===== config.mk =====
export PLATFORM = sky130hd
export DESIGN_NAME = if_fetch
export DESIGN_NICKNAME = d
export VERILOG_FILES = /design/src/rtl/if_fetch_pkg.sv /design/src/rtl/if_fetch_icache.sv /design/src/rtl/if_fetch.sv
export SDC_FILE = /design/constraint.sdc
export NUM_CORES = 1
export LEC_CHECK = 0
export BUFFER_PORTS_ARGS = -buffer_cell sky130_fd_sc_hd__buf_2
export CAP_MARGIN = 20
export CELL_PAD_IN_SITES_DETAIL_PLACEMENT = 2
export CELL_PAD_IN_SITES_GLOBAL_PLACEMENT = 2
export CORE_MARGIN = 2
export CORE_UTILIZATION = 31
export DETAILED_ROUTE_END_ITERATION = 8
export PLACE_DENSITY_LB_ADDON = 0.15
export SLEW_MARGIN = 0
export SYNTH_ARGS = -nofsm -noshare
export SYNTH_HDL_FRONTEND = slang
export SYNTH_SLANG_ARGS = --single-unit

===== constraint.sdc =====
create_clock -name clk -period 4.7 [get_ports clk]
set_input_delay 0.235 -clock clk [delete_from_list [all_inputs] [get_ports clk]]
set_output_delay 0.235 -clock clk [all_outputs]
set_load 0.02 [all_outputs]

===== src/rtl/if_fetch_pkg.sv =====
// Shared types and constants for the instruction-fetch stage.
// FSM state encoding, IF/ID register layout and bubble encoding.
package if_fetch_pkg;

    localparam logic [31:0] ZERO_WORD        = 32'h0000_0000;
    localparam logic [31:0] NOP_INST_DEFAULT = 32'h0000_0013;

    typedef enum logic [1:0] {
        IF_IDLE = 2'd0,
        IF_REQ  = 2'd1,
        IF_HOLD = 2'd2,
        IF_DROP = 2'd3
    } if_state_e;

    typedef struct packed {
        logic [31:0] pc;
        logic [31:0] inst;
        logic        valid;
    } ifid_t;

endpackage


===== src/rtl/if_fetch_icache.sv =====
// Direct-mapped instruction cache, one 32-bit word per line.
// Combinational lookup, single fill port; only instantiated when IF_ICACHE_EN is defined.
module if_fetch_icache #(
    parameter int LINES = 64
) (
    input  logic        clk,
    input  logic        rst,
    input  logic [31:0] lookup_addr,
    output logic        hit,
    output logic [31:0] hit_data,
    input  logic        fill_en,
    input  logic [31:0] fill_addr,
    input  logic [31:0] fill_data
);

    localparam int IDX_W = $clog2(LINES);
    localparam int TAG_W = 30 - IDX_W;

    logic [TAG_W-1:0] tag_mem  [LINES];
    logic [31:0]      data_mem [LINES];
    logic [LINES-1:0] valid_q;

    logic [IDX_W-1:0] lookup_idx;
    logic [IDX_W-1:0] fill_idx;
    logic [TAG_W-1:0] lookup_tag;
    logic [TAG_W-1:0] fill_tag;

    assign lookup_idx = lookup_addr[IDX_W+1:2];
    assign lookup_tag = lookup_addr[31:IDX_W+2];
    assign fill_idx   = fill_addr[IDX_W+1:2];
    assign fill_tag   = fill_addr[31:IDX_W+2];

    assign hit      = valid_q[lookup_idx] && (tag_mem[lookup_idx] == lookup_tag);
    assign hit_data = data_mem[lookup_idx];

    always_ff @(posedge clk) begin
        if (rst) begin
            valid_q <= '0;
        end else if (fill_en) begin
            valid_q[fill_idx] <= 1'b1;
        end
    end

    // NOTE: tag/data arrays are deliberately not reset; the valid bits alone gate their use.
    always_ff @(posedge clk) begin
        if (fill_en) begin
            tag_mem[fill_idx]  <= fill_tag;
            data_mem[fill_idx] <= fill_data;
        end
    end

    logic unused_byte_bits;
    assign unused_byte_bits = ^{lookup_addr[1:0], fill_addr[1:0]};

endmodule


===== src/rtl/if_fetch.sv =====
// Instruction-fetch stage: req/ack fetch FSM, stall request and IF/ID register.
// Define IF_ICACHE_EN to add the direct-mapped I-cache in front of memory.
module if_fetch
    import if_fetch_pkg::*;
#(
    parameter int          ICACHE_LINES = 64,
    parameter logic [31:0] NOP_INST     = NOP_INST_DEFAULT
) (
    input  logic        clk,
    input  logic        rst,
    input  logic [31:0] pc_i,
    input  logic [5:0]  stall,
    input  logic        flush_i,
    output logic        stallreq_o,
    output logic        mem_req_o,
    output logic [31:0] mem_addr_o,
    input  logic        mem_ack_i,
    input  logic [31:0] mem_data_i,
    output logic [31:0] id_pc_o,
    output logic [31:0] id_inst_o,
    output logic        id_valid_o
);

    if_state_e   state, state_next;
    logic [31:0] addr_q;
    logic [31:0] hold_q;
    ifid_t       ifid_q, ifid_next;

    logic        hold_ifid;
    logic        cache_hit;
    logic [31:0] cache_data;
    logic        deliver;
    logic [31:0] deliver_pc;
    logic [31:0] deliver_data;
    logic        capture;
    logic [31:0] capture_data;

    assign hold_ifid = stall[1];

`ifdef IF_ICACHE_EN
    logic fill_en;
    // A late ack in DROP still carries the right word for addr_q, so it may fill.
    assign fill_en = mem_ack_i && !flush_i && (state == IF_REQ || state == IF_DROP);

    if_fetch_icache #(
        .LINES(ICACHE_LINES)
    ) u_icache (
        .clk        (clk),
        .rst        (rst),
        .lookup_addr(pc_i),
        .hit        (cache_hit),
        .hit_data   (cache_data),
        .fill_en    (fill_en),
        .fill_addr  (addr_q),
        .fill_data  (mem_data_i)
    );
`else
    localparam int unused_icache_lines = ICACHE_LINES;
    assign cache_hit  = 1'b0;
    assign cache_data = ZERO_WORD;
`endif

    // NOTE: sequential state uses non-blocking assignments so every register samples pre-edge values.
    always_ff @(posedge clk) begin
        if (rst) begin
            state <= IF_IDLE;
        end else begin
            state <= state_next;
        end
    end

    // NOTE: every always_comb output gets a default first so no path can infer a latch.
    always_comb begin
        state_next = state;
        unique case (state)
            IF_IDLE: begin
                if (!cache_hit)                  state_next = IF_REQ;
                else if (!flush_i && hold_ifid)  state_next = IF_HOLD;
            end
            IF_REQ: begin
                if (mem_ack_i)                   state_next = (flush_i || !hold_ifid) ? IF_IDLE : IF_HOLD;
                else if (flush_i)                state_next = IF_DROP;
            end
            IF_HOLD: begin
                if (flush_i || !hold_ifid)       state_next = IF_IDLE;
            end
            IF_DROP: begin
                if (mem_ack_i)                   state_next = IF_IDLE;
            end
            default:                             state_next = IF_IDLE;
        endcase
    end

    always_comb begin
        mem_req_o  = (state == IF_REQ) || (state == IF_DROP);
        stallreq_o = 1'b1;
        unique case (state)
            IF_IDLE: stallreq_o = !cache_hit;
            IF_REQ:  stallreq_o = !(mem_ack_i && !flush_i);
            IF_HOLD: stallreq_o = 1'b0;
            default: stallreq_o = 1'b1;
        endcase
    end

    // Which word (if any) reaches IF/ID or the hold buffer this cycle.
    always_comb begin
        deliver      = 1'b0;
        deliver_pc   = addr_q;
        deliver_data = hold_q;
        capture      = 1'b0;
        capture_data = mem_data_i;
        unique case (state)
            IF_IDLE: if (cache_hit && !flush_i) begin
                capture      = hold_ifid;
                capture_data = cache_data;
                deliver      = !hold_ifid;
                deliver_pc   = pc_i;
                deliver_data = cache_data;
            end
            IF_REQ: if (mem_ack_i && !flush_i) begin
                capture      = hold_ifid;
                deliver      = !hold_ifid;
                deliver_data = mem_data_i;
            end
            IF_HOLD: deliver = !flush_i && !hold_ifid;
            default: ;
        endcase
    end

    always_comb begin
        ifid_next = '{pc: ifid_q.pc, inst: NOP_INST, valid: 1'b0};
        if (flush_i) begin
            ifid_next = '{pc: ifid_q.pc, inst: NOP_INST, valid: 1'b0};
        end else if (deliver) begin
            ifid_next = '{pc: deliver_pc, inst: deliver_data, valid: 1'b1};
        end else if (hold_ifid) begin
            ifid_next = ifid_q;
        end
    end

    always_ff @(posedge clk) begin
        if (rst) begin
            addr_q <= ZERO_WORD;
            hold_q <= ZERO_WORD;
            ifid_q <= '{pc: ZERO_WORD, inst: NOP_INST, valid: 1'b0};
        end else begin
            if (state == IF_IDLE) addr_q <= pc_i;
            if (capture)          hold_q <= capture_data;
            ifid_q <= ifid_next;
        end
    end

    assign mem_addr_o = addr_q;
    assign id_pc_o    = ifid_q.pc;
    assign id_inst_o  = ifid_q.inst;
    assign id_valid_o = ifid_q.valid;

    logic unused_stall;
    assign unused_stall = ^{stall[5:2], stall[0]};

endmodule


**Word level (Yosys, flattened, before mapping)**

Cells that the tools add are included.
W data, S select, Z words.

- Shift operators: 0
- Divide/modulo/power cells: 0
- Bitwise operators: 1
- Order comparisons: 0
- Multiplexer cells: 15
- Equality and inequality tests: 7
- Reduce and logical (&&, ||, !) cells: 11
- $mul: 0
- $add $sub $neg: 0

Operator list:

| cell | number |
|---|---|
| $mux W65 | 1 |
| $mux W32 | 2 |
| $mux W33 | 1 |
| $mux W2 | 5 |
| $pmux W2 S4 | 1 |
| $eq A2 B2 Y1 const B | 2 |
| $ne A2 B2 Y1 const B | 2 |
| $pmux W1 S2 | 2 |
| $logic_not A1 Y1 | 3 |
| $mux W1 | 3 |
| $ne A3 B3 Y1 const B | 1 |
| $reduce_and A3 Y1 | 1 |
| $eq A2 B1 Y1 const B | 1 |
| $logic_and A1 B1 Y1 | 2 |
| $logic_not A2 Y1 | 1 |
| $logic_or A1 B1 Y1 | 2 |
| $ne A2 B1 Y1 const B | 1 |
| $reduce_and A2 Y1 | 1 |
| $reduce_or A2 Y1 | 1 |
| $not A1 Y1 | 1 |

- Input port bits: 74
- RAM bits: 0
- Latch bits: 0
- Memories kept: 0
- Memory bits (read-only): 0
- Register bits after elaboration: 131
- Output and inout bits: 99
- Logic and storage cells: 40

**Depth between registers and ports, before layout**

- Depth after elaboration: 5
- Gate-level depth with buffers: 9
- Depth with buffers taken out: 6

**Least setup slack after synthesis**

No wires, ideal clock.

- Path type: flip-flop to flip-flop
- Start: register state[1]
- End: register ifid_q, in the netlist id_inst_o[22]
- Buffers on the path: 2
- Cell stages (with the launch flop): 8
- Setup time: 0.139 ns
- Setup slack: 2.744 ns
- Data required time: 4.561 ns
- Data arrival time: 1.817 ns
- Clock period less this slack: 1.956 ns
- Path through: dfxtp_1 > inv_1 > ha_1 > and3b_1 > clkbuf_1 > clkbuf_1 > mux2i_1 > o22ai_2

- Word-level cells in the longest chain between the ends: 3
- Elaborated cells between the ends (all ways): 6
- Classes of those cells: eq/ne (3); mux (3)

RTL lines:

| item | RTL line | source |
|---|---|---|
| from (decl) | if_fetch.sv:24 | `if_state_e state, state_next;` |
| from (signal assigned) | if_fetch.sv:68 | `state <= state_next;` |
| $eq A2 B2 Y1 or $eq A2 B1 Y1 (tied branches) | if_fetch.sv:112 | `unique case (state)` |
| $pmux W1 S2 or $mux W32 (tied branches) | - |  |
| $ne A2 B1 Y1 (no source line) or $mux W65 (tied branches) | - |  |
| to (signal assigned) | if_fetch.sv:145 | `ifid_q <= '{pc: ZERO_WORD, inst: NOP_INST, valid: 1'b0};` |
| to (signal assigned) | if_fetch.sv:149 | `ifid_q <= ifid_next;` |
| to (decl) | if_fetch.sv:27 | `ifid_t ifid_q, ifid_next;` |

Parallel ways exist; a longest one is shown, timed or not. The select of a mux whose other input is x is not followed.
A chain may end at the register's enable or synchronous reset.

**Final worst setup path**

- Start: register state[1]
- End: register ifid_q, in the netlist id_inst_o[15]

Same word-level chain as after synthesis.

==> summary.txt <==
STA
  – Final setup viols: 0
  – RSZ-0062 raised after global routing: false
  – Slew HR: 29.0%
  – Slew Viols, Final: 0
  – Max Clk Rate: 396 MHz
  – Final TNS setup: 0 ns
  – Fin crit share: 53.7%
  – Worst Tran Pin Value: 1.06 ns
  – Final hold vios: 0
  – Clock skew: 0.00531 ns
  – Final min period: 2.53 ns

CTS
  – Root Buffer: clkbuf_16
  – Num Clock Sinks: 131
  – Longest Clk Path Bufs: 2
  – Number of H-tree levels: 4
  – Clock Latency Late Sink: 0.42 ns
  – # hold bufs at CTS: 0
  – Setup Buffers After CTS: 0
  – CTS tree: done
  – Reg clk slew, reported paths: 0.06 ns
  – Clock buffer count from CTS: 17
  – Post-cts resize count: 0

Layout
  – Commonest non-fill, non-tap cell in the layout: buf_2
  – Commonest non-fill, non-tap cells in the layout: buf_2, nand2_1, dfxtp_1
  – Finished layout cell area: 6530 um^2
  – Fill cells: 1,823
  – # nets final: 789
  – Layout area overhead: 31.4%
  – Layout cell share with drive strength beyond 1: 30.8%

Job
  – Max-Cap Viols: 0

Drt
  – DRC Markers: 0
  – Post-route ant nets: 0
  – WL final: 15.5 mm
  – First-pass DRT Iterations: 4
  – DR iter-0 viols: 131
  – Avg Vias per Cell: 4.74
  – Wire per inst: 16.4 um
  – Vias: 4,467

Die
  – Starting Density: 31.5%
  – Die H: 131 um
  – Die W: 131 um
  – Die Area: 17,100 um^2
  – Core area: 15,800 um^2
  – IO Pins: 173
  – FP Rows: 46

Power and ir drop
  – P per Cell Area: 429 nW/um^2
  – VDD IR max: 0.000247 V
  – Static Leakage: 2.74 nW

Global route
  – Global-route wire length before repair: 24.5 mm
  – Remaining global-route overflow: 0
  – Pin count of the biggest net entering global routing: 100
  – Initial antenna violation count: 2
  – Tot GR Track Use: 18.7%
  – Vias in the first global route: 4,872

Place
  – Global placement routability congestion: 0.721
  – Port Buffers: 167
  – DPL Wire Length: 10.4 mm
  – Cell Area, Placed: 5950 um^2

Synth
  – Post-Syn Area: 4970 um^2
  – Sequential fraction of the synthesis area: 52.7%
  – Synth area leaders: dfxtp_1, mux2i_1, nand2_1
  – Yosys Warn Count: 0
  – Yosys reg bits: 131
  – Syn avg cell area: 8.87 um^2
  – Synth area leader: dfxtp_1
  – Cell count after synthesis: 561
  – Yosys cell types: 25
  – Synthesized Nets: 639
  – Synth top area share: 52.7%

Worst setup path
  – Worst setup SP type: flip-flop
  – R2R cell count: 7
  – WP data arrival: 2.85 ns
  – Reg2Reg Setup Slack: 2.17 ns
  – Worst setup path class: flip-flop to flip-flop
  – CP Capture Type: flip-flop
  – Max FO, Critical Path: 29
  – WP data required: 5.03 ns

Min path
  – WHS Path Cells: 3
  – Hold Crit Class: input port to flip-flop

Status
  – Status: finished clean
-- cell type report --
cell class,instances,area (um^2),area share (%)
Clock inverter,14,115,1.76
Multi-Input combinational cell,382,2160,33.0
Sequential cell,131,2620,40.1
Tap cell,216,270,4.14
Antenna cell,2,5.00,0.0766
Inverter,4,15.0,0.230
Clock buffer,18,439,6.72
Timing Repair Buffer,175,911,13.9
-- kinds of logic (layout without fill, tap and decap cells) --
family,after synthesis,count (layout),share of synthesized area [%]
AND/OR/NAND/NOR,209,209,16.6
flip-flops,131,131,52.7
AO/OA/AOI/OAI,105,105,12.7
multiplexers,64,64,12.9
buffers and inverters,48,211,4.13
adder cells (fa/ha/maj),4,4,1.01
other,0,2,0
-- cell usage after synthesis --
master and instances:
and3b_1 1, nor4b_1 1, ha_1 4, inv_1 4, buf_6 2, a21oi_1 71
nor2_1 34, or2b_1 1, dfxtp_1 131, o41ai_1 1, buf_1 3, nand2_1 161
mux2i_1 64, or2_1 1, a211oi_1 1, and2_1 1, o22ai_1 19, o21ai_0 3
buf_2 8, or2_2 3, clkbuf_1 31, nor3_1 4, o22ai_2 10, or4b_1 1
nor2b_1 1
-- power breakdown --
part | internal, mW | total, mW | leakage (nW) | switching [mW]
Sequential | 1.16 | 1.19 | 1.06 | 0.0332
Combinational | 0.148 | 0.374 | 1.41 | 0.226
Clock | 0.735 | 1.24 | 0.263 | 0.502
Total | 2.04 | 2.80 | 2.74 | 0.761
-- per-layer routing --
metal	track usage, %	share of wire [%]	vias up
li1	-	-	2173
met1	20.1	40	2168
met2	33.7	52	108
met3	6.60	6.3	18
met4	7.32	1.6	0
met5	0	0	-
-- through the flow --
stage               util (%)  power [mW]  worst slack, ns  std cells  hold WS [ns]
floorplan                  -        1.45             2.74        561         0.371
global placement        37.8        1.57             2.25        907         0.440
detailed placement      37.8        1.59             2.16        907         0.448
CTS                     41.3        2.85             2.12        939        0.0384
global route            41.4        2.94             1.95        941        0.0500
finish                  41.4        2.80             2.17        942        0.0511
-- registers in the layout (all words and copies together) (netlist names) --
register and count:
id_valid_o 1, state 2, hold_q 32, id_pc_o 32, mem_addr_o 32, id_inst_o 32
-- critical path, cell delays in order, from the launching register on --
cell and delay [ns]:
dfxtp_1 0.33, inv_1 0.10, ha_1 0.25, a21oi_1 0.13, or4b_1 0.84, or2_1 0.35
buf_4 0.26, o22ai_1 0.17
-- path summary, 6_finish.rpt --
kind                       startpoint                         end
max reg2reg     state[1]$_SDFFE_PP0P_  id_inst_o[15]$_SDFFE_PP0P_
max             state[1]$_SDFFE_PP0P_  id_inst_o[15]$_SDFFE_PP0P_
min                           pc_i[4]  mem_addr_o[4]$_SDFFE_PP0N_
min reg2reg  id_pc_o[12]$_SDFFE_PP0P_    id_pc_o[12]$_SDFFE_PP0P_
No activity file was read; power rests on OpenSTA's default activity.
